==> src/rtl/mem_access_bridge.sv <==
// MEM-stage load/store unit: big-endian lane steering, sign/zero extension and
// LWL/LWR merge, with a req/ready RAM handshake, timeout and pipeline stall.
module mem_access_bridge #(
  parameter int TIMEOUT_CYCLES = 16
) (
  input  logic        clock,
  input  logic        reset,
  input  logic        op_valid,
  input  logic [3:0]  op_code,
  input  logic [31:0] op_address,
  input  logic [31:0] op_store_data,
  input  logic [31:0] op_reg_old,
  input  logic        flush,
  output logic        stall,
  output logic        load_valid,
  output logic [31:0] load_data,
  output logic        address_error,
  output logic        bus_error,
  output logic        ram_enable,
  output logic        ram_write,
  output logic [31:0] ram_address,
  output logic [3:0]  ram_select,
  output logic [31:0] ram_write_data,
  input  logic [31:0] ram_read_data,
  input  logic        ram_ready
);

  localparam int CW = $clog2(TIMEOUT_CYCLES + 1);
  localparam logic [31:0] ONES = '1;

  localparam logic [3:0] OP_LB  = 4'd0,  OP_LBU = 4'd1,  OP_LH  = 4'd2,  OP_LHU = 4'd3;
  localparam logic [3:0] OP_LW  = 4'd4,  OP_LWL = 4'd5,  OP_LWR = 4'd6;
  localparam logic [3:0] OP_SB  = 4'd8,  OP_SH  = 4'd9,  OP_SW  = 4'd10;
  localparam logic [3:0] OP_SWL = 4'd11, OP_SWR = 4'd12;

  typedef enum logic [1:0] {IDLE, ACCESS, DONE} state_t;

  state_t         state_q, state_d;
  logic [3:0]     op_q;
  logic [1:0]     off_q;
  logic [31:0]    old_q;
  logic           is_load_q;
  logic           flush_seen_q;
  logic [CW-1:0]  cnt_q;

  logic           is_load, is_store, misaligned;
  logic [3:0]     st_sel;
  logic [31:0]    st_data;
  logic [31:0]    rd_merged;
  logic           issue, access_ok, access_to;

  logic [1:0]     k;
  assign k = op_address[1:0];

  // NOTE: every signal written in an always_comb gets a default first, so no
  // path through the case statements can leave it unassigned and infer a latch.
  always_comb begin
    is_load    = 1'b0;
    is_store   = 1'b0;
    misaligned = 1'b0;
    st_sel     = 4'b1111;
    st_data    = '0;
    case (op_code)
      OP_LB, OP_LBU, OP_LWL, OP_LWR: is_load = 1'b1;
      OP_LH, OP_LHU: begin is_load = 1'b1; misaligned = k[0];        end
      OP_LW:         begin is_load = 1'b1; misaligned = (k != 2'b00); end
      OP_SB: begin
        is_store = 1'b1;
        st_data  = {4{op_store_data[7:0]}};
        st_sel   = 4'b1000 >> k;
      end
      OP_SH: begin
        is_store   = 1'b1;
        misaligned = k[0];
        st_data    = {2{op_store_data[15:0]}};
        st_sel     = k[1] ? 4'b0011 : 4'b1100;
      end
      OP_SW: begin
        is_store   = 1'b1;
        misaligned = (k != 2'b00);
        st_data    = op_store_data;
      end
      OP_SWL: begin
        is_store = 1'b1;
        st_data  = op_store_data >> {k, 3'b000};
        st_sel   = 4'b1111 >> k;
      end
      OP_SWR: begin
        // 3-k equals ~k on two bits
        is_store = 1'b1;
        st_data  = op_store_data << {~k, 3'b000};
        st_sel   = 4'b1111 << ~k;
      end
      default: ;
    endcase
  end

  // Read-side extraction works on the op captured at issue time.
  logic [31:0] rd_byte_sh, rd_half_sh;
  assign rd_byte_sh = ram_read_data >> {~off_q, 3'b000};
  assign rd_half_sh = ram_read_data >> {~off_q[1], 4'b0000};

  always_comb begin
    rd_merged = ram_read_data;
    case (op_q)
      OP_LB:  rd_merged = {{24{rd_byte_sh[7]}}, rd_byte_sh[7:0]};
      OP_LBU: rd_merged = {24'h0, rd_byte_sh[7:0]};
      OP_LH:  rd_merged = {{16{rd_half_sh[15]}}, rd_half_sh[15:0]};
      OP_LHU: rd_merged = {16'h0, rd_half_sh[15:0]};
      OP_LWL: rd_merged = (ram_read_data << {off_q, 3'b000})
                        | (old_q & ~(ONES << {off_q, 3'b000}));
      OP_LWR: rd_merged = (ram_read_data >> {~off_q, 3'b000})
                        | (old_q & ~(ONES >> {~off_q, 3'b000}));
      default: ;
    endcase
  end

  always_comb begin
    state_d   = state_q;
    stall     = 1'b0;
    issue     = 1'b0;
    access_ok = 1'b0;
    access_to = 1'b0;
    case (state_q)
      IDLE: begin
        if (op_valid && (is_load || is_store) && !misaligned) begin
          issue   = 1'b1;
          stall   = 1'b1;
          state_d = ACCESS;
        end
      end
      ACCESS: begin
        stall = 1'b1;
        if (ram_ready) begin
          access_ok = 1'b1;
          state_d   = DONE;
        end else if (cnt_q == CW'(TIMEOUT_CYCLES - 1)) begin
          access_to = 1'b1;
          state_d   = DONE;
        end
      end
      DONE:    state_d = IDLE;
      default: state_d = IDLE;
    endcase
    // Stall must fall with reset even while an aligned op is still presented.
    if (!reset) stall = 1'b0;
  end

  // NOTE: sequential state uses non-blocking assignments only, so every register
  // samples pre-edge values regardless of statement order.
  always_ff @(posedge clock or negedge reset) begin
    if (!reset) state_q <= IDLE;
    else        state_q <= state_d;
  end

  always_ff @(posedge clock or negedge reset) begin
    if (!reset) begin
      load_valid     <= 1'b0;
      load_data      <= '0;
      address_error  <= 1'b0;
      bus_error      <= 1'b0;
      ram_enable     <= 1'b0;
      ram_write      <= 1'b0;
      ram_address    <= '0;
      ram_select     <= '0;
      ram_write_data <= '0;
      op_q           <= '0;
      off_q          <= '0;
      old_q          <= '0;
      is_load_q      <= 1'b0;
      flush_seen_q   <= 1'b0;
      cnt_q          <= '0;
    end else begin
      address_error <= (state_q == IDLE) && op_valid && (is_load || is_store) && misaligned;
      bus_error     <= access_to;
      load_valid    <= access_ok && is_load_q && !(flush_seen_q || flush);
      if (access_ok && is_load_q && !(flush_seen_q || flush))
        load_data <= rd_merged;

      if (issue) begin
        ram_enable     <= 1'b1;
        ram_write      <= is_store;
        ram_address    <= {op_address[31:2], 2'b00};
        ram_select     <= st_sel;
        ram_write_data <= st_data;
        op_q           <= op_code;
        off_q          <= k;
        old_q          <= op_reg_old;
        is_load_q      <= is_load;
        flush_seen_q   <= flush;
        cnt_q          <= '0;
      end else if (state_q == ACCESS) begin
        flush_seen_q <= flush_seen_q || flush;
        if (access_ok || access_to) begin
          ram_enable     <= 1'b0;
          ram_write      <= 1'b0;
          ram_address    <= '0;
          ram_select     <= '0;
          ram_write_data <= '0;
          cnt_q          <= '0;
        end else begin
          cnt_q <= cnt_q + CW'(1);
        end
      end
    end
  end

endmodule
==> config.mk <==
export PLATFORM = sky130hd
export DESIGN_NAME = mem_access_bridge
export DESIGN_NICKNAME = d
export VERILOG_FILES = /design/src/rtl/mem_access_bridge.sv
export SDC_FILE = /design/constraint.sdc
export NUM_CORES = 1
export LEC_CHECK = 0
export ABC_AREA = 1
export BUFFER_PORTS_ARGS = -buffer_cell sky130_fd_sc_hd__buf_2
export CORE_MARGIN = 5
export CORE_UTILIZATION = 25
export DETAILED_ROUTE_END_ITERATION = 12
export HOLD_SLACK_MARGIN = 0.05
export REMOVE_ABC_BUFFERS = 1
export SLEW_MARGIN = 20
export SYNTH_ARGS = -nofsm -noshare
export SYNTH_HDL_FRONTEND = slang
export SYNTH_SLANG_ARGS = --single-unit
==> constraint.sdc <==
create_clock -name clock -period 2.1 [get_ports clock]
set_input_delay 0.315 -clock clock [delete_from_list [all_inputs] [get_ports clock]]
set_output_delay 0.315 -clock clock [all_outputs]
set_load 0.005 [all_outputs]
==> results.cfg <==
[die]
core-area_mm2 = 0.0398
dieArea_mm2 = 0.0445
start_util_pct = 25.3
ios = 243
die_h_um = 211
rows = 73
die_width_um = 211

[route]
wirelength_met1_mm = 15.7
num_vias = 11200
drt_wl_total_mm = 36.9
route.detailed.drc = 0
wl_met3_mm = 3.82
top_layer = met5
drt_first_iter_violations = 1120
ant_nets = 0
vias_per_cell = 4.77
route.met2.wl_mm = 16.9
first_pass_iters = 5
wl_per_cell_um = 15.7

[power]
powerDensity_mw_per_mm2 = 1020
p_leak_nw = 6.88
irDropWorstVdd_uv = 586

[cells_and_area]
area_growth_pct = 25.7
final_area_mm2 = 0.0127
most-common-layout-cells = 634 x nand2_1, 239 x buf_2, 221 x nand3_1
drive_gt1_share_pct = 21.2
num-fill-cells = 4429
nNetsFinal = 1943
final_common_cell = nand2_1

[synthesis]
ys_top_cells_by_area = dfrtp_1 37%, nand2_1 24%, nand3_1 11%
synth_top_area_share_pct = 37.2
syn-cell-area_mm2 = 0.0101
synth.largest_area_cell = dfrtp_1
ys_seq_area_share_pct = 37.2
avgSynthCellArea_um2 = 6.41
synth_cell_types = 32
yosysWarnings = 0
synthCells = 1574
ys_seq_elements = 150

[clock_network]
cts_tree = yes
cts_root_buffer = clkbuf_16
clock_latency_ns = 0.45
clock_sinks = 150
cts_made_buffers = 17
path_clk_slew_ns = 0.07
clock_path_buffers = 2
post_cts_buffers = 0
htree_levels = 4

[setup_path]
end_kind = flop
critPathMaxStageDelay_ns = 0.39
start_kind = flop
crit_family = simple AND/OR/NAND/NOR gates
crit_type = reg2reg
crit_required_ns = 2.42
cp_max_fo = 69
arrival_ns = 2.33
cpMaxStageDelayCell = dfrtp_1
path_cells = ha_1, nand2_1, nor2_1, ha_1, inv_1, nor3_1, nor2_4, buf_12, nand3_1, nand2_1
worst-path-buf-inv = 2

[worst_hold_path]
hold_path_class = in2reg

[grt]
grt_max_degree = 81
grt_pass1_vias = 10600
track_usage_pct = 16.2
grt_pass1_wl_mm = 57.8
antenna_found_initial = 10
overflow = 0

[outcome]
outcome = finished clean

[place]
port-buffer-count = 240
dpl.hpwl_mm = 26.3
dpl_cell_area_mm2 = 0.0120
gp_congestion = 0.870

[timing]
finalSetupViolCount = 0
min_period_ns = 2.00
whs_ns = 0.0778
final.period_utilization_pct = 95.4
slew_violations = 0
hold_viol_final = 0
fin_skew_ns = 0.0157
fmax_mhz = 499

[flow_run]
max_cap_viol_count = 0
-- layer usage --
layer	track usage (%)	up-vias
met1	21.6	5184
met2	26.3	485
met5	0	-
met4	3.20	14
li1	-	5477
met3	4.89	47
-- kinds of logic (layout without fill, tap and decap cells) --
family | Yosys count | in the layout | share of synthesized area [%]
compound gates | 171 | 171 | 9.97
fa+ha+maj | 2 | 2 | 0.248
buf+inv | 198 | 440 | 9.72
flops | 150 | 150 | 37.2
other cells | 1 | 8 | 0.0372
simple gates | 1052 | 1052 | 42.8
-- through the flow --
| stage | TNS, ns | setup slack (ns) | utilization, % | cells | total power, W |
|---|---|---|---|---|---|
| global route | -0.0290 | -0.0290 | 31.8 | 2343 | 0.0139 |
| detailed placement | 0 | 0.167 | 30.1 | 2302 | 0.00983 |
| CTS | 0 | 0.0323 | 31.8 | 2342 | 0.0130 |
| global placement | 0 | 0.198 | 30.1 | 2302 | 0.00973 |
| floorplan | -161.15 | -1.35 | - | 1479 | 0.00734 |
| finish | 0 | 0.0961 | 31.9 | 2348 | 0.0129 |
-- worst paths after layout --
check | startpoint | endpoint | slack, ns | cells after the start
min | op_address[14] | ram_address[14] | 0.08 | 3
max reg2reg | cnt_q[0] | ram_address[28] | 0.1 | 10
max | cnt_q[0] | ram_address[28] | 0.1 | 10
max in group asynchronous | reset | ram_address[27] | 1.19 | 3
min reg2reg | load_data[26] | load_data[26] | 0.48 | 2
min in group asynchronous | reset | load_data[0] | 0.48 | 3
-- worst reg2reg max path: cells and delay by family (launching register included) --
family,cells,cell delay [ns]
fa+ha+maj,2,0.33
buf+inv,2,0.23
flops,1,0.39
simple gates,6,0.95
-- cells in the mapped netlist --
master / number
buf_1: 5
nor3b_1: 1
nand3_2: 2
dfrtp_1: 150
o21ai_2: 33
inv_2: 2
clkbuf_1: 31
or2_2: 2
nand3b_1: 1
nor3_1: 2
conb_1: 1
nand4_2: 2
o21ai_0: 100
buf_2: 30
o211ai_1: 9
clkbuf_2: 1
buf_4: 5
nand3_1: 222
buf_6: 24
nand4_1: 9
ha_1: 2
and2_1: 2
nor2_2: 2
inv_1: 99
clkinv_1: 1
nand2_1: 635
nor2_1: 166
o22ai_1: 1
nand2_2: 5
o21a_1: 1
nor2_4: 1
a21oi_1: 27
-- layout make-up --
cell class | instances | area (µm²) | area share [%]
tap | 525 | 657 | 5.18
inverter | 102 | 383 | 3.02
antenna | 6 | 15.0 | 0.118
clock buffer | 18 | 439 | 3.46
multi-input combinational | 1227 | 5400 | 42.6
timing repair buffer | 306 | 1900 | 15.0
clock inverter | 14 | 140 | 1.10
sequential | 150 | 3750 | 29.6
-- registers in the layout, summed over array words and instances (netlist names) --
signal,flops
load_data,32
old_q,32
ram_write_data,32
ram_address,30
cnt_q,5
op_q,4
ram_select,4
off_q,2
state_q,2
address_error,1
bus_error,1
flush_seen_q,1
is_load_q,1
load_valid,1
ram_enable,1
ram_write,1
-- power breakdown --
group          switching (W)  total (W)  internal (W)
logic                0.00347    0.00556       0.00210
registers           0.000495    0.00421       0.00372
clock network        0.00143    0.00312       0.00169
-- what timing repair did --
item | 4_1_cts | 5_1_grt
endpoints found under the setup margin | 1 | 1
hold buffers | 8 | 0
endpoints found under the hold margin | 157 | 0
resized for setup | 2 | 2
pin swaps | 0 | 1
Note: power is estimated with default switching activity, not from simulation.
